==> src/rtl/vga_mem_pkg.sv <==
`default_nettype none
// +----------------------------------------------------------------------------+
// | vga_mem_pkg : shared types and defaults for the VGA/CPU memory arbiter      |
// | Revision    : 1.0                                                          |
// +----------------------------------------------------------------------------+
package vga_mem_pkg;

    typedef enum logic [1:0] {
        IDLE = 2'd0,
        PEND = 2'd1,
        RESP = 2'd2
    } vga_arb_state_t;

    localparam logic [31:0] VGA_BASE_DEF   = 32'h0000_0400;
    localparam int          MAX_STARVE_DEF = 4;

    // Byte address of a VGA word index; the add wraps modulo 2^32.
    function automatic logic [31:0] vga_word_addr(input logic [31:0] base,
                                                  input logic [29:0] idx);
        return base + {idx, 2'b00};
    endfunction

endpackage
`default_nettype wire

==> src/rtl/vga_mem_arbiter_if.sv <==
`default_nettype none
// +----------------------------------------------------------------------------+
// | vga_mem_arbiter_if : video, CPU and memory-port signals of the arbiter     |
// | Revision           : 1.0                                                   |
// +----------------------------------------------------------------------------+
interface vga_mem_arbiter_if #(
    parameter int DATA_W  = 32,
    parameter int VADDR_W = 8
);
    logic [VADDR_W-1:0] vga_addr;
    logic [DATA_W-1:0]  vga_rdata;
    logic               vga_valid;
    logic               cpu_re;
    logic               cpu_we;
    logic [31:0]        cpu_addr;
    logic [DATA_W-1:0]  cpu_wdata;
    logic               cpu_stall;
    logic [DATA_W-1:0]  cpu_rdata;
    logic               cpu_rvalid;
    logic [31:0]        mem_addr;
    logic               mem_we;
    logic [DATA_W-1:0]  mem_wdata;
    logic [DATA_W-1:0]  mem_rdata;

    modport slave (
        input  vga_addr, cpu_re, cpu_we, cpu_addr, cpu_wdata, mem_rdata,
        output vga_rdata, vga_valid, cpu_stall, cpu_rdata, cpu_rvalid,
               mem_addr, mem_we, mem_wdata
    );

    modport master (
        output vga_addr, cpu_re, cpu_we, cpu_addr, cpu_wdata, mem_rdata,
        input  vga_rdata, vga_valid, cpu_stall, cpu_rdata, cpu_rvalid,
               mem_addr, mem_we, mem_wdata
    );
endinterface
`default_nettype wire

==> src/rtl/vga_starve_counter.sv <==
`default_nettype none
// +----------------------------------------------------------------------------+
// | vga_starve_counter : saturating count of CPU grants while VGA is pending   |
// | Revision           : 1.0                                                   |
// +----------------------------------------------------------------------------+
module vga_starve_counter #(
    parameter int MAX_STARVE = 4
) (
    input  wire logic clk,
    input  wire logic rst,
    input  wire logic inc,
    input  wire logic clr,
    output logic      at_max
);
    localparam int CW = $clog2(MAX_STARVE + 1);
    localparam logic [CW-1:0] C_MAX = CW'(MAX_STARVE);

    logic [CW-1:0] cnt_q;
    logic [CW-1:0] cnt_d;

    always_comb begin
        cnt_d = cnt_q;
        if (clr) begin
            cnt_d = '0;
        end else if (inc && (cnt_q != C_MAX)) begin
            cnt_d = cnt_q + 1'b1;
        end
    end

    always_ff @(posedge clk or posedge rst) begin
        if (rst) begin
            cnt_q <= '0;
        end else begin
            cnt_q <= cnt_d;
        end
    end

    assign at_max = (cnt_q == C_MAX);
endmodule
`default_nettype wire

==> src/rtl/vga_mem_arbiter.sv <==
`default_nettype none
// +----------------------------------------------------------------------------+
// | vga_mem_arbiter : shares one sync-read memory port between CPU and VGA,    |
// |                   holding a coherent copy of the current video word        |
// | Revision        : 1.0                                                      |
// +----------------------------------------------------------------------------+
module vga_mem_arbiter
    import vga_mem_pkg::*;
#(
    parameter int          DATA_W     = 32,
    parameter int          VADDR_W    = 8,
    parameter logic [31:0] VGA_BASE   = VGA_BASE_DEF,
    parameter int          MAX_STARVE = MAX_STARVE_DEF
) (
    input  wire logic        clk,
    input  wire logic        rstBtn,
    vga_mem_arbiter_if.slave bus
);
    vga_arb_state_t     state_q, state_d;
    logic [VADDR_W-1:0] tag_q, tag_d;
    logic               tag_valid_q, tag_valid_d;
    logic [VADDR_W-1:0] issued_q, issued_d;
    logic [DATA_W-1:0]  vga_rdata_q, vga_rdata_d;
    logic               cpu_rvalid_q, cpu_rvalid_d;

    logic        w_active;
    logic        w_cpu_req;
    logic        w_vga_grant;
    logic        w_cpu_grant;
    logic        w_cpu_wr;
    logic        w_cpu_rd;
    logic        w_tag_hit;
    logic        w_at_max;
    logic [31:0] w_vga_mem_addr;
    logic [31:0] w_tag_addr;
    logic [31:0] w_inflight_addr;

    // Combinational outputs are forced to their idle values while reset is held.
    assign w_active        = ~rstBtn;
    assign w_cpu_req       = bus.cpu_re | bus.cpu_we;
    assign w_vga_grant     = (state_q == PEND) && (!w_cpu_req || w_at_max);
    assign w_cpu_grant     = w_cpu_req && !w_vga_grant;
    assign w_cpu_wr        = w_cpu_grant && bus.cpu_we;
    assign w_cpu_rd        = w_cpu_grant && bus.cpu_re && !bus.cpu_we;
    assign w_tag_hit       = tag_valid_q && (tag_q == bus.vga_addr);
    assign w_vga_mem_addr  = vga_word_addr(VGA_BASE, 30'(bus.vga_addr));
    assign w_tag_addr      = vga_word_addr(VGA_BASE, 30'(tag_q));
    assign w_inflight_addr = vga_word_addr(VGA_BASE, 30'(issued_q));

    vga_starve_counter #(.MAX_STARVE(MAX_STARVE)) u_starve (
        .clk    (clk),
        .rst    (rstBtn),
        .inc    ((state_q == PEND) && w_cpu_grant),
        .clr    (state_q == RESP),
        .at_max (w_at_max)
    );

    always_comb begin
        state_d      = state_q;
        tag_d        = tag_q;
        tag_valid_d  = tag_valid_q;
        issued_d     = issued_q;
        vga_rdata_d  = vga_rdata_q;
        cpu_rvalid_d = w_cpu_rd;
        case (state_q)
            IDLE: begin
                if (!w_tag_hit) state_d = PEND;
            end
            PEND: begin
                if (w_vga_grant) begin
                    issued_d = bus.vga_addr;
                    state_d  = RESP;
                end
            end
            RESP: begin
                tag_d       = issued_q;
                tag_valid_d = 1'b1;
                // A CPU write landing on the in-flight word beats the stale read data.
                if (w_cpu_wr && (bus.cpu_addr == w_inflight_addr)) begin
                    vga_rdata_d = bus.cpu_wdata;
                end else begin
                    vga_rdata_d = bus.mem_rdata;
                end
                state_d = (issued_q == bus.vga_addr) ? IDLE : PEND;
            end
            default: state_d = PEND;
        endcase
        if ((state_q != RESP) && w_cpu_wr && tag_valid_q && (bus.cpu_addr == w_tag_addr)) begin
            vga_rdata_d = bus.cpu_wdata;
        end
    end

    always_ff @(posedge clk or posedge rstBtn) begin
        if (rstBtn) begin
            state_q      <= PEND;
            tag_q        <= '0;
            tag_valid_q  <= 1'b0;
            issued_q     <= '0;
            vga_rdata_q  <= '0;
            cpu_rvalid_q <= 1'b0;
        end else begin
            state_q      <= state_d;
            tag_q        <= tag_d;
            tag_valid_q  <= tag_valid_d;
            issued_q     <= issued_d;
            vga_rdata_q  <= vga_rdata_d;
            cpu_rvalid_q <= cpu_rvalid_d;
        end
    end

    assign bus.vga_rdata  = vga_rdata_q;
    assign bus.vga_valid  = w_tag_hit;
    assign bus.cpu_stall  = w_active && w_cpu_req && w_vga_grant;
    assign bus.cpu_rvalid = cpu_rvalid_q;
    assign bus.cpu_rdata  = cpu_rvalid_q ? bus.mem_rdata : '0;
    assign bus.mem_we     = w_active && w_cpu_wr;
    assign bus.mem_wdata  = (w_active && w_cpu_wr) ? bus.cpu_wdata : '0;
    assign bus.mem_addr   = !w_active   ? 32'h0 :
                            w_vga_grant ? w_vga_mem_addr :
                            w_cpu_grant ? bus.cpu_addr : 32'h0;
endmodule
`default_nettype wire
==> src/flat_wrapper.sv <==
// flat-port wrapper written by rule: the top's interface ports become plain ports
module vga_mem_arbiter_flat import vga_mem_pkg::*;
#(
    parameter int          DATA_W     = 32,
    parameter int          VADDR_W    = 8,
    parameter logic [31:0] VGA_BASE   = VGA_BASE_DEF,
    parameter int          MAX_STARVE = MAX_STARVE_DEF
)
  (clk, rstBtn, bus_vga_addr, bus_cpu_re, bus_cpu_we, bus_cpu_addr, bus_cpu_wdata, bus_mem_rdata, bus_vga_rdata, bus_vga_valid, bus_cpu_stall, bus_cpu_rdata, bus_cpu_rvalid, bus_mem_addr, bus_mem_we, bus_mem_wdata);
  vga_mem_arbiter_if #(.DATA_W(DATA_W), .VADDR_W(VADDR_W)) bus_i ();
  input  wire logic clk;
  input  wire logic rstBtn;
  input wire logic [$bits(bus_i.vga_addr)-1:0] bus_vga_addr;
  input wire logic [$bits(bus_i.cpu_re)-1:0] bus_cpu_re;
  input wire logic [$bits(bus_i.cpu_we)-1:0] bus_cpu_we;
  input wire logic [$bits(bus_i.cpu_addr)-1:0] bus_cpu_addr;
  input wire logic [$bits(bus_i.cpu_wdata)-1:0] bus_cpu_wdata;
  input wire logic [$bits(bus_i.mem_rdata)-1:0] bus_mem_rdata;
  output wire logic [$bits(bus_i.vga_rdata)-1:0] bus_vga_rdata;
  output wire logic [$bits(bus_i.vga_valid)-1:0] bus_vga_valid;
  output wire logic [$bits(bus_i.cpu_stall)-1:0] bus_cpu_stall;
  output wire logic [$bits(bus_i.cpu_rdata)-1:0] bus_cpu_rdata;
  output wire logic [$bits(bus_i.cpu_rvalid)-1:0] bus_cpu_rvalid;
  output wire logic [$bits(bus_i.mem_addr)-1:0] bus_mem_addr;
  output wire logic [$bits(bus_i.mem_we)-1:0] bus_mem_we;
  output wire logic [$bits(bus_i.mem_wdata)-1:0] bus_mem_wdata;
  assign bus_i.vga_addr = bus_vga_addr;
  assign bus_i.cpu_re = bus_cpu_re;
  assign bus_i.cpu_we = bus_cpu_we;
  assign bus_i.cpu_addr = bus_cpu_addr;
  assign bus_i.cpu_wdata = bus_cpu_wdata;
  assign bus_i.mem_rdata = bus_mem_rdata;
  assign bus_vga_rdata = bus_i.vga_rdata;
  assign bus_vga_valid = bus_i.vga_valid;
  assign bus_cpu_stall = bus_i.cpu_stall;
  assign bus_cpu_rdata = bus_i.cpu_rdata;
  assign bus_cpu_rvalid = bus_i.cpu_rvalid;
  assign bus_mem_addr = bus_i.mem_addr;
  assign bus_mem_we = bus_i.mem_we;
  assign bus_mem_wdata = bus_i.mem_wdata;
  vga_mem_arbiter #(.DATA_W(DATA_W), .VADDR_W(VADDR_W), .VGA_BASE(VGA_BASE), .MAX_STARVE(MAX_STARVE)) u_core (.clk(clk), .rstBtn(rstBtn), .bus(bus_i));
endmodule
==> config.mk <==
export PLATFORM = sky130hd
export DESIGN_NAME = vga_mem_arbiter_flat
export DESIGN_NICKNAME = d
export VERILOG_FILES = /design/src/rtl/vga_mem_pkg.sv /design/src/rtl/vga_mem_arbiter_if.sv /design/src/rtl/vga_starve_counter.sv /design/src/rtl/vga_mem_arbiter.sv /design/src/flat_wrapper.sv
export SDC_FILE = /design/constraint.sdc
export NUM_CORES = 1
export LEC_CHECK = 0
export BUFFER_PORTS_ARGS = -buffer_cell sky130_fd_sc_hd__buf_2
export CAP_MARGIN = 20
export CELL_PAD_IN_SITES_DETAIL_PLACEMENT = 1
export CELL_PAD_IN_SITES_GLOBAL_PLACEMENT = 1
export CORE_AREA = 2 2 87 152
export DETAILED_ROUTE_END_ITERATION = 8
export DIE_AREA = 0 0 89 154
export GPL_TIMING_DRIVEN = 0
export HOLD_SLACK_MARGIN = 0.12
export PLACE_DENSITY_LB_ADDON = 0.2
export SYNTH_ARGS = -nofsm -noshare
export SYNTH_HDL_FRONTEND = slang
export SYNTH_HIERARCHICAL = 1
export SYNTH_SLANG_ARGS = --single-unit
export TNS_END_PERCENT = 20
==> constraint.sdc <==
create_clock -name clk -period 2.9 [get_ports clk]
set_input_delay 0.435 -clock clk [delete_from_list [all_inputs] [get_ports clk]]
set_output_delay 0.435 -clock clk [all_outputs]
set_load 0.01 [all_outputs]
* Yosys cells after proc, flatten, opt, wreduce, memory -nomap -nowiden
Index checks and enable logic that the tools add are counted.
Word-level totals: latch bits 0, output and inout bits 132, RAM bits 0, memory bits (read-only) 0, flip-flop bits (word level) 55, memories 0
Operators by class: bitwise logic cells 2, multipliers 0, add/subtract/negate cells 4, reduce and logical (&&, ||, !) cells 24, equality and inequality tests 11, shifts and indexed selects 0, div/mod/pow operators 0, order comparisons 0, mux-type cells 14
Operators with widths (count):
- 32-bit two-way mux | 8
- 32-bit equality test | 2
- 11-bit by 10-bit adder with 12-bit output (first input constant) | 3
- 8-bit equality test | 2
- 1-bit logical AND | 15
- 3-bit two-way mux | 2
- 2-bit case mux with 3 select lines | 1
- 2-bit two-way mux | 2
- 2-bit != test (second input constant) | 2
- 2-bit AND reduction | 2
- 2-bit nonzero test | 2
- 3-bit by 1-bit adder with 3-bit output (second input constant) | 1
- 3-bit equality test (second input constant) | 1
- 1-bit zero test | 3
- 3-bit != test (second input constant) | 1
- 2-bit by 1-bit equality test with 1-bit output (second input constant) | 1
- 2-bit equality test (second input constant) | 1
- 2-bit zero test | 1
- 2-bit by 1-bit != test with 1-bit output (second input constant) | 1
- 1-bit logical OR | 1
- 1-bit two-way mux | 1
- 1-bit NOT | 1
- 1-bit bitwise OR | 1

* Logic depth before layout (Yosys ltp)
Gate-level depths: netlist of run 1.
word-level depth 11, gate-level depth with buffers 9, depth with buffers taken out 8

* Cells and area by module
Netlist of run 1, hierarchy kept.
By module, submodules not included:
- vga_mem_arbiter | times used 1, area each 3383.2 sq um, cells an instance 371, sequential area each 1302.5 sq um
- vga_starve_counter | times used 1, area each 196.4 sq um, cells an instance 19, sequential area each 75.1 sq um

* Worst setup path before layout of run 1
OpenSTA, ideal clock, no wires.
path type reg-to-output, start point register u_core.u_starve.cnt_q[0], end point output bus_mem_addr[0], setup slack 0.724 ns, arrival time 1.741 ns, data required time 2.465 ns, path buffers 1, stages on the path, launching flop included 9, cells stage by stage dfrtp_1 > inv_1 > ha_1 > and2_1 > o21ai_0 > inv_1 > nor3_1 > clkbuf_1 > and2_1
On the way: cells in the longest elaborated chain, start to end 8
Ends and longest elaborated chain:
- start, declared | line vga_starve_counter.sv:18 | logic [CW-1:0] cnt_q;
- start signal, assigned | line vga_starve_counter.sv:34 | cnt_q <= cnt_d;
- 3-bit equality test * | line vga_starve_counter.sv:38 | assign at_max = (cnt_q == C_MAX);
- named net u_core.w_at_max | line vga_mem_arbiter.sv:33 | logic w_at_max;
- 1-bit logical OR * | line vga_mem_arbiter.sv:41 | assign w_vga_grant = (state_q == PEND) && (!w_cpu_req || w_at_max);
- 1-bit logical AND * | line vga_mem_arbiter.sv:41
- 1-bit zero test | line vga_mem_arbiter.sv:42 | assign w_cpu_grant = w_cpu_req && !w_vga_grant;
- 1-bit logical AND | line vga_mem_arbiter.sv:42
- 32-bit two-way mux | line vga_mem_arbiter.sv:120 | w_cpu_grant ? bus.cpu_addr : 32'h0;
- 32-bit two-way mux * | line vga_mem_arbiter.sv:119 | w_vga_grant ? w_vga_mem_addr :
- 32-bit two-way mux * | line vga_mem_arbiter.sv:118 | assign bus.mem_addr = !w_active ? 32'h0 :
- end, declared | line flat_wrapper.sv:24 | output wire logic [$bits(bus_i.mem_addr)-1:0] bus_mem_addr;
The timed path passes the listed nets; every way through them passes the cells marked *.

* Worst setup path after layout of run 1
start point register u_core.u_starve.cnt_q[0], end point output bus_mem_wdata[26]
On the way: cells in the longest elaborated chain, start to end 8
Ends and longest elaborated chain:
- 3-bit equality test | line vga_starve_counter.sv:38
- named net u_core.w_at_max | line vga_mem_arbiter.sv:33
- 1-bit logical OR | line vga_mem_arbiter.sv:41
- 1-bit logical AND | line vga_mem_arbiter.sv:41
- 1-bit zero test | line vga_mem_arbiter.sv:42
- 1-bit logical AND | line vga_mem_arbiter.sv:42
- 1-bit logical AND | line vga_mem_arbiter.sv:43 | assign w_cpu_wr = w_cpu_grant && bus.cpu_we;
- 1-bit logical AND | line vga_mem_arbiter.sv:117 | assign bus.mem_wdata = (w_active && w_cpu_wr) ? bus.cpu_wdata : '0;
- 32-bit two-way mux | line vga_mem_arbiter.sv:117
- end, declared | line flat_wrapper.sv:26 | output wire logic [$bits(bus_i.mem_wdata)-1:0] bus_mem_wdata;
The timed path passes the listed nets, and every way through them passes these cells.

==> results of run 1 <==
## layer usage
metal  vias to the layer above  GRT usage, %  routed length, µm
met5                         -             0                  0
met4                         0         5.970                347
met3                        28         2.738                692
met2                       141         41.36               8259
met1                      1863         21.76               5261
li1                       1845             -                  -
## stage by stage
stage / util, % / TNS (ns)
floorplan: - / 0
global route: 41.89 / -2.098
finish: 41.89 / 0
detailed placement: 40.27 / 0
CTS: 41.70 / -0.01110
global placement: 40.11 / -1.413
## worst max-delay path: cells and delay by family (launching register included)
kind                       cells  cell delay (ns)
DFF                            1             0.40
buffers and inverters          4             0.64
AOI/OAI and AO/OA              1             0.12
adders and majority gates      1             0.23
and+or+nand+nor                3             0.72
## Yosys cell counts (3+ instances only)
library cell  count  share of area (%)
xor2_1            7                1.7
nand3_1           3               0.42
inv_1             6               0.63
nor4_1            5               0.87
dfrtp_1          54                 38
and2_1           87                 15
xnor2_1          25                6.1
nand4_1           6                1.0
nor2_1            4               0.42
buf_6             3               0.94
nand2b_1          3               0.52
nor3_1            8                1.1
a21oi_1          10                1.4
or3_1            31                5.4
o21ai_0           3               0.42
o221a_2          31                9.8
clkbuf_1         19                2.0
nand2_1          57                6.0
## where the power goes
part	switching, µW	internal, µW
combinational	1040	1020
clock	286	346
sequential	288	1140
total	1610	2500
## worst max path at each step
stage,to,slack (ns),from
finish,bus_mem_wdata[26],0.06,u_core/u_starve/cnt_q[0]$_DFFE_PP0P_
global route,bus_mem_wdata[26],-0.11,u_core/u_starve/cnt_q[0]$_DFFE_PP0P_
detailed placement,bus_mem_addr[24],0.11,u_core/u_starve/cnt_q[0]$_DFFE_PP0P_
floorplan,bus_mem_addr[0],0.72,u_core/u_starve/cnt_q[0]$_DFFE_PP0P_
CTS,bus_mem_addr[0],-0.006,u_core/u_starve/cnt_q[0]$_DFFE_PP0P_
global placement,u_core/bus.vga_rdata[13]$_DFFE_PP0P_,-0.03,rstBtn
## what timing repair did
item,in CTS,in global routing
endpoints found under the setup margin,55,77
endpoints found under the hold margin,3,0
gates resized for setup,5,12
hold buffers,1,0
## flip-flops by register name (all words and copies together) (netlist names)
| register | flops |
|---|---|
| u_core/bus.vga_rdata | 32 |
| u_core/tag_q | 8 |
| u_core/issued_q | 8 |
| u_core/u_starve/cnt_q | 3 |
| u_core/bus.cpu_rvalid | 1 |
| u_core/tag_valid_q | 1 |
| u_core/state_q | 2 |
## layout make-up
| class | instances | area (µm²) |
|---|---|---|
| Multi-Input combinational cell | 303 | 2074 |
| Buffer | 25 | 137.6 |
| Clock buffer | 6 | 138.9 |
| Inverter | 7 | 26.28 |
| Tap cell | 168 | 210.2 |
| Timing Repair Buffer | 241 | 1226 |
| Sequential cell | 55 | 1378 |
| Clock inverter | 2 | 16.27 |
| Fill cell | 1610 | 7224 |
## cell families after synthesis
group | count (synthesis)
compound gates | 51
buf+inv | 32
xor+xnor | 32
fa+ha+maj | 2
simple gates | 216
mux | 2
flops | 55
==> metrics, run 1 <==
Port Buffers=239; maximum vdd drop=0.2657 mV; dpl cells=798; Hold Path End=u_core/bus.cpu_rvalid$_DFF_PP0_; post-layout minimum cycle time=2.841 ns; Synth Area per Inst=9.179 µm²; CTS tree=done; most frequent cells in the layout=242 x buf_2, 87 x and2_1, 57 x nand2_1, 54 x dfrtp_1; final cell count without fillers=807; Hold Crit Class=in2reg; Final Hold Slack=0.3596 ns; first-pass GRT wire length=22230 µm; DRT iter0 DRCs=95; cells after synthesis=390; crit start category=flop; diode count=0; post-detailed-placement half-perimeter wirelength=12290 µm; Fin. Hold Viols=0; die span in y=154 µm; outcome=finished, final reports clean; root buffer cell=clkbuf_16; post-CTS setup buffers=0; sequential fraction of the synthesis area=38.48%; r2r worst-path depth=9; number of vias per cell=4.804; largest net degree at the start of global routing=32; total grt overflow=0; Mapped Nets=500; DP Area=5006 µm²; Post-synth EDFFs=0; pre-CTS WS=0.1100 ns; die area=13710 µm²; Worst path slowest cell=dfrtp_1; Synth Area in XOR/XNOR=7.829%; antenna violations before repair=0; max incr delay on CP=0.40 ns; unrepaired setup endpoints after global routing=yes; Slew @ Worst Pin=0.5777 ns; Layout Area Growth over Synthesis=45.47%; Routed wire per std cell=18.04 µm; top_reg_cell synth=dfrtp_1; Yosys reg bits=55; final setup violation count=0; R2R Path End=u_core/bus.vga_rdata[18]$_DFFE_PP0P_; largest family of logic cells by synthesized area=simple AND/OR/NAND/NOR gates; max-slew violations=0; DRC Markers=0; IO Count=240; CTS Sinks=55; Crit. End Element=output pin; All-Layer GR Usage=20.90%; worst min-delay path startpoint=bus_cpu_we; FF-to-FF setup slack=0.33 ns; Yosys warnings=6; max_slew headroom=61.36%; Worst-path clk slew=0.08 ns; Die X=89 µm; DRT Wirelength=14560 µm; WS Path Type=reg2out; clock buffer depth=2; Critical Path AT=2.41 ns; Final Power=4113 µW; # H-tree levels=2; post-route cell area=5207 µm²; layout cells sized above 1=48.04%; Reg-to-Reg Start=u_core/u_starve/cnt_q[0]$_DFFE_PP0P_; final worst slack=0.05944 ns; CTS Buf Count=5; DRT Pass-1 Iters=4; Tcrit/Tclk final=97.95%; Netlist Area Pre-Place=3580 µm²; vias post-DR=3877; Skew-Pair Late Insertion Delay=0.29 ns; Initial Util=28.79%; Async SR Flop Fraction=100.0%; Synth Area in Compound Gates=13.84%; NumNets Final=748; Synth Area in Adders=0.6991%; remaining antenna violation count after routing=0; pwr/cell area=789.9 nW/µm²; post-synthesis simple-gate area fraction=34.11%; mux cell area share after synthesis=0.6991%; core area=12430 µm²; Lkg Pwr=0.002654 µW; row count=54; Crit path required time=2.47 ns; Critical Path, Cell by Cell=inv_1 > ha_1 > and2_1 > inv_1 > o21ai_0 > nor2_2 > clkbuf_1 > and2_1 > buf_2; commonest non-fill, non-tap cell in the layout=buf_2; Clock Skews=0.007403 ns; vias in the first global route=4202; CP max FO=10; max cap viols=0; hold path depth=2; gp weighted congestion=0.8762; Synth cell types=40; Max Clock Freq=352.0 MHz
Power figures use the tool's default switching activity.
==> run 2, diff against run 1 <==
Settings changed: CORE_AREA 2 2 87 152 to 2 2 89 155, DIE_AREA 0 0 89 154 to 0 0 91 157, SYNTH_HIERARCHICAL 1 to not set.
==> metrics, run 2 <==
Netlist Area Pre-Place=3685 µm² (was 3580 µm²); Final Hold Slack=0.3626 ns (was 0.3596 ns); post-CTS setup buffers=0 (unchanged); Hold Crit Class=in2reg (unchanged); DRT Wirelength=14520 µm (was 14560 µm); Initial Util=28.48% (was 28.79%); Layout Area Growth over Synthesis=43.60% (was 45.47%); worst setup path end=bus_mem_addr[3] (was bus_mem_wdata[26]); max cap viols=0 (unchanged); Lkg Pwr=0.002728 µW (was 0.002654 µW); max FFs per register=32 (unchanged); sequential fraction of the synthesis area=37.39% (was 38.48%); remaining antenna violation count after routing=0 (unchanged); diode count=0 (unchanged); Async SR Flop Fraction=100.0% (unchanged); r2r worst-path depth=9 (unchanged); NumNets Final=783 (was 748); Mapped Nets=536 (was 500); Synth Area per Inst=8.650 µm² (was 9.179 µm²); vias in the first global route=4469 (was 4202); top_reg_cell synth=dfrtp_1 (unchanged); IO Count=240 (unchanged); mux cell area share after synthesis=0% (was 0.6991%); post-synthesis simple-gate area fraction=31.04% (was 34.11%); final worst slack=0.1186 ns (was 0.05944 ns); pre-CTS WS=0.3633 ns (was 0.1100 ns); pwr/cell area=740.8 nW/µm² (was 789.9 nW/µm²); FF-to-FF setup slack=0.81 ns (was 0.33 ns); # H-tree levels=2 (unchanged); max_slew headroom=61.38% (was 61.36%); final setup violation count=0 (unchanged); gp weighted congestion=0.8284 (was 0.8762); largest family of logic cells by synthesized area=simple AND/OR/NAND/NOR gates (unchanged); CTS Sinks=55 (unchanged); number of vias per cell=4.837 (was 4.804); Slew @ Worst Pin=0.5794 ns (was 0.5777 ns); synth top area cells=dfrtp_1 37%, and2_1 11%, o221a_1 9.8% (was dfrtp_1 38%, and2_1 15%, o221a_2 9.8%); outcome=finished, final reports clean (unchanged); die area=14290 µm² (was 13710 µm²); Worst-path clk slew=0.07 ns (was 0.08 ns); CP max FO=10 (unchanged); vias post-DR=4087 (was 3877); layout cells sized above 1=40.36% (was 48.04%); max-slew violations=0 (unchanged); Clock Skews=0.009192 ns (was 0.007403 ns); post-route cell area=5291 µm² (was 5207 µm²); most common cell in the netlist=nand2_1 (was and2_1); first-pass GRT wire length=23140 µm (was 22230 µm); Yosys warnings=0 (was 6); Reg-to-Reg Start=u_core.u_starve.cnt_q[0]$_DFFE_PP0P_ (was u_core/u_starve/cnt_q[0]$_DFFE_PP0P_); Synth Area in XOR/XNOR=7.844% (was 7.829%); Synth top cells by count=65 x nand2_1, 64 x and2_1, 54 x dfrtp_1 (was 87 x and2_1, 57 x nand2_1, 54 x dfrtp_1); DP Area=5126 µm² (was 5006 µm²); Synth cell types=38 (was 40); antenna violations before repair=0 (unchanged); Synth Area in Adders=0.6791% (was 0.6991%); clock buffer depth=2 (unchanged); CTS Buf Count=5 (unchanged); row count=55 (was 54); post-layout minimum cycle time=2.781 ns (was 2.841 ns); Skew-Pair Late Insertion Delay=0.30 ns (was 0.29 ns); Fin. Hold Viols=0 (unchanged); cells after synthesis=426 (was 390); root buffer cell=clkbuf_16 (unchanged); Critical Path AT=2.35 ns (was 2.41 ns); Routed wire per std cell=17.18 µm (was 18.04 µm); total grt overflow=0 (unchanged); maximum vdd drop=0.3287 mV (was 0.2657 mV); Port Buffers=239 (unchanged); CTS tree=done (unchanged); Max Clock Freq=359.5 MHz (was 352.0 MHz); crit start category=flop (unchanged); Yosys reg bits=55 (unchanged); WS Path Type=reg2out (unchanged); Die X=91 µm (was 89 µm); post-detailed-placement half-perimeter wirelength=11550 µm (was 12290 µm); DRT iter0 DRCs=114 (was 95); All-Layer GR Usage=20.15% (was 20.90%); CP Launch Point=u_core.u_starve.cnt_q[0]$_DFFE_PP0P_ (was u_core/u_starve/cnt_q[0]$_DFFE_PP0P_); Crit. End Element=output pin (unchanged); Post-synth EDFFs=0 (unchanged); DRC Markers=0 (unchanged); commonest non-fill, non-tap cell in the layout=buf_2 (unchanged); Final Power=3920 µW (was 4113 µW); core area=12940 µm² (was 12430 µm²); die span in y=157 µm (was 154 µm); Synth Area in Compound Gates=17.45% (was 13.84%); Crit path required time=2.47 ns (about the same); top-area cell type share of the netlist area=36.67% (was 37.75%); Tcrit/Tclk final=95.91% (was 97.95%); R2R Path End=u_core.bus.vga_rdata[5]$_DFFE_PP0P_ (was u_core/bus.vga_rdata[18]$_DFFE_PP0P_); largest net degree at the start of global routing=56 (was 32); DRT Pass-1 Iters=4 (unchanged); most frequent cells in the layout=244 x buf_2, 65 x nand2_1, 64 x and2_1, 54 x dfrtp_1, 37 x nor2_1 (was 242 x buf_2, 87 x and2_1, 57 x nand2_1, 54 x dfrtp_1); post-synth top area cell=dfrtp_1 (unchanged); unrepaired setup endpoints after global routing=yes (unchanged)
[run 2: worst min-delay path by stage]
stage | endpoint | cells past startpoint | from | slack [ns]
finish | u_core.bus.cpu_rvalid$_DFF_PP0_ | 2 | bus_cpu_we | 0.36
global route | u_core.bus.cpu_rvalid$_DFF_PP0_ | 2 | bus_cpu_we | 0.37
CTS | u_core.bus.cpu_rvalid$_DFF_PP0_ | 2 | bus_cpu_we | 0.36
detailed placement | u_core.tag_q[0]$_DFFE_PP0P_ | 2 | u_core.tag_q[0]$_DFFE_PP0P_ | 0.53
global placement | u_core.tag_q[7]$_DFFE_PP0P_ | 2 | u_core.tag_q[7]$_DFFE_PP0P_ | 0.52
floorplan | u_core.bus.cpu_rvalid$_DFF_PP0_ | 1 | bus_cpu_we | 0.51
[run 2: per-stage QoR]
stage | util [%] | instances | setup TNS [ns]
floorplan | - | 426 | 0
global placement | 39.39 | 836 | -0.06578
CTS | 40.88 | 845 | 0
finish | 40.90 | 845 | 0
global route | 40.90 | 845 | -0.7327
detailed placement | 39.62 | 837 | 0
[run 2: repair_timing]
action                                  in CTS  in global routing
resized for setup                            0                  1
endpoints found under the setup margin       0                 39
hold buffers                                 0                  0
[run 2: final cells by class]
class | instances | area, µm²
clock buffer | 7 | 132.6
timing repair buffer | 240 | 1224
multi-input combinational | 334 | 2103
inverter | 4 | 15.01
buffer | 33 | 195.2
tap | 171 | 214.0
sequential | 55 | 1378
clock inverter | 1 | 30.03
fill | 1671 | 7646
[run 2: cell families (layout without fill, tap and decap cells)]
logic type               Yosys count  in the layout
AO/OA/AOI/OAI                     82             82
XOR/XNOR                          33             33
adder cells (fa/ha/maj)            2              2
buffers and inverters             37            285
flip-flops                        55             55
AND/OR/NAND/NOR                  217            217
[run 2: routing by layer]
metal / wire [µm] / vias to the layer above / global-route usage, % / share of wire [%]
met5: 0 / - / 0 / 0
met4: 181 / 0 / 4.257 / 1.2
met3: 754 / 11 / 3.494 / 5.2
met2: 7976 / 161 / 40.28 / 55
met1: 5607 / 1958 / 21.74 / 39
li1: - / 1957 / - / -
[run 2: critical path: stages, from the launching register on]
cell	delay (ns)
dfrtp_1	0.38
inv_1	0.07
ha_1	0.22
o2bb2ai_1	0.15
nand2_1	0.09
inv_2	0.04
nor2_1	0.21
clkbuf_1	0.44
nand2_1	0.12
a21oi_1	0.17
buf_2	0.16
[run 2: power breakdown]
part	leakage (µW)	switching (µW)	total, µW	internal, µW
logic	0.00203	1000	1850	848
registers	0.000623	263	1370	1100
clock network	0.0000781	296	706	410
==> run 3, diff against run 2 <==
Settings changed: CORE_AREA 2 2 89 155 to 2 2 85 147, DIE_AREA 0 0 91 157 to 0 0 87 149.
Clock period 2.9 ns to 3.5 ns, I/O delays scaled along.
==> metrics, run 3 (synthesis gave the netlist of run 2 again) <==
outcome=finished, final reports clean (unchanged); Initial Util=31.04% (was 28.48%); die span in y=149 µm (was 157 µm); post-detailed-placement half-perimeter wirelength=11490 µm (was 11550 µm); All-Layer GR Usage=21.32% (was 20.15%); Slew @ Worst Pin=0.8799 ns (was 0.5794 ns); first-pass GRT wire length=21740 µm (was 23140 µm); r2r worst-path depth=9 (unchanged); remaining antenna violation count after routing=0 (unchanged); CP max FO=10 (unchanged); row count=53 (was 55); Skew-Pair Late Insertion Delay=0.30 ns (about the same); sw power=1297 µW (was 1559 µW); gr busiest metal=met2 (unchanged); pre-CTS WS=0.9245 ns (was 0.3633 ns); final setup violation count=0 (unchanged); Logic pwr share=46.9% (was 47.1%); CTS Buf Count=5 (unchanged); worst setup path end=bus_mem_addr[3] (unchanged); GR Util met3=3.154% (was 3.494%); Worst-path clk slew=0.07 ns (about the same); root buffer cell=clkbuf_16 (unchanged); Layout Area Growth over Synthesis=41.94% (was 43.60%); WS Path Type=reg2out (unchanged); gp weighted congestion=0.8202 (was 0.8284); number of vias per cell=5.019 (was 4.837); largest net degree at the start of global routing=65 (was 56); Hold Buf Count CTS=0 (unchanged); DRC Markers=0 (unchanged); CP Launch Point=u_core.u_starve.cnt_q[0]$_DFFE_PP0P_ (unchanged); max FFs per register=32 (unchanged); total grt overflow=0 (unchanged); vias in the first global route=4288 (was 4469); vias post-DR=4065 (was 4087); CTS tree=done (unchanged); FF-to-FF setup slack=1.43 ns (was 0.81 ns); Hold Crit Class=in2reg (unchanged); post-layout minimum cycle time=2.835 ns; most frequent cells in the layout=244 x buf_2, 65 x nand2_1, 64 x and2_1, 54 x dfrtp_1, 38 x nor2_1 (was 244 x buf_2, 65 x nand2_1, 64 x and2_1, 54 x dfrtp_1, 37 x nor2_1); post-CTS sizing=0 (unchanged); die area=12960 µm² (was 14290 µm²); max_slew headroom=41.34% (was 61.38%); Reg power frac=34.7% (was 34.9%); pwr/cell area=624.7 nW/µm² (was 740.8 nW/µm²); Crit path required time=2.97 ns (was 2.47 ns); R2R Path End=u_core.bus.vga_rdata[16]$_DFFE_PP0P_ (was u_core.bus.vga_rdata[5]$_DFFE_PP0P_); diode count=0 (unchanged); unrepaired setup endpoints after global routing=no (was yes); Fin. Hold Viols=0 (unchanged); NumNets Final=782 (was 783); final worst slack=0.6648 ns (was 0.1186 ns); DRT Pass-1 Iters=4 (unchanged); DRT iter0 DRCs=120 (was 114); Die X=87 µm (was 91 µm); setup TNS=0 ns (unchanged); Reg-to-Reg Start=u_core.u_starve.cnt_q[0]$_DFFE_PP0P_ (unchanged); crit start category=flop (unchanged); # H-tree levels=2 (unchanged); Lkg Pwr=0.002724 µW (was 0.002728 µW); Tcrit/Tclk final=81.00%; Routed wire per std cell=17.50 µm (was 17.18 µm); met2 Use GR=41.34% (was 40.28%); CTS Sinks=55 (unchanged); Port Buffers=239 (unchanged); commonest non-fill, non-tap cell in the layout=buf_2 (unchanged); core area=11870 µm² (was 12940 µm²); cell-internal power=1970 µW (was 2361 µW); Filler cells=1520 (was 1671); Clock Skews=0.01031 ns (was 0.009192 ns); Max Clock Freq=352.7 MHz; layout cells sized above 1=40.42% (was 40.36%); Crit. End Element=output pin (unchanged); GR Layer Usage met1=23.04% (was 21.74%); hold path depth=2 (unchanged); Clk pwr share=18.4% (was 18.0%); antenna violations before repair=0 (unchanged); max cap viols=0 (unchanged); Net Sw Frac=39.68% (was 39.76%); worst min-delay path startpoint=bus_cpu_we (unchanged); post-CTS setup buffers=0 (unchanged); clock buffer depth=2 (unchanged); IO Count=240 (unchanged); maximum vdd drop=0.2102 mV (was 0.3287 mV); DRT Wirelength=14170 µm (was 14520 µm); Critical Path AT=2.31 ns (was 2.35 ns); max-slew violations=0 (unchanged)
==> run 3: power groups by stage <==
stage	Combinational, µW	Clock [µW]	Sequential [µW]
global route	1720	636	1180
finish	1530	601	1130
CTS	1560	614	1140
floorplan	886	0	1190
global placement	1500	0	1130
detailed placement	1550	0	1150
==> run 3: how the worst min path moves through the flow <==
stage               slack (ns)                         endpoint
floorplan                 0.51      u_core.tag_q[0]$_DFFE_PP0P_
global placement          0.52      u_core.tag_q[7]$_DFFE_PP0P_
detailed placement        0.53      u_core.tag_q[0]$_DFFE_PP0P_
CTS                       0.46  u_core.bus.cpu_rvalid$_DFF_PP0_
global route              0.46  u_core.bus.cpu_rvalid$_DFF_PP0_
finish                    0.47  u_core.bus.cpu_rvalid$_DFF_PP0_
==> run 3: metal layers <==
layer	share of wire [%]	wire (µm)
met4	2.0	283
met1	36	5164
met2	56	7972
met3	5.3	751
met5	0	0
==> run 3: area by class of cell <==
class,instances,area (µm²),share of cell area (%)
multi-input cells,334,2101,40.17
flip-flops and latches,55,1378,26.34
repair buffers,239,1196,22.87
plain buffers,33,195.2,3.732
well taps,137,171.4,3.278
clock buffers,6,138.9,2.655
clock inverters,2,35.03,0.6699
inverters,4,15.01,0.2871
==> run 3: worst max-delay path, stage by stage, from the launching register on <==
cell and delay (ns):
dfrtp_1 0.38, inv_1 0.07, ha_1 0.21, o2bb2ai_1 0.14, nand2_1 0.10, inv_2 0.04, nor2_1 0.21, clkbuf_1 0.43
nand2_1 0.12, a21oi_1 0.16, buf_2 0.15
==> run 3: metrics by stage <==
stage / std cells / total power [µW] / hold WS [ns] / utilization, % / cell area, µm²
2_1_floorplan: 426 / 2071 / 0.5070 / - / 3685
3_3_place_gp: 802 / 2632 / 0.5226 / 42.56 / 5052
3_5_place_dp: 802 / 2706 / 0.5322 / 42.60 / 5056
4_1_cts: 810 / 3315 / 0.4573 / 44.06 / 5230
5_1_grt: 810 / 3530 / 0.4576 / 44.06 / 5230
6_report: 810 / 3267 / 0.4673 / 44.06 / 5230
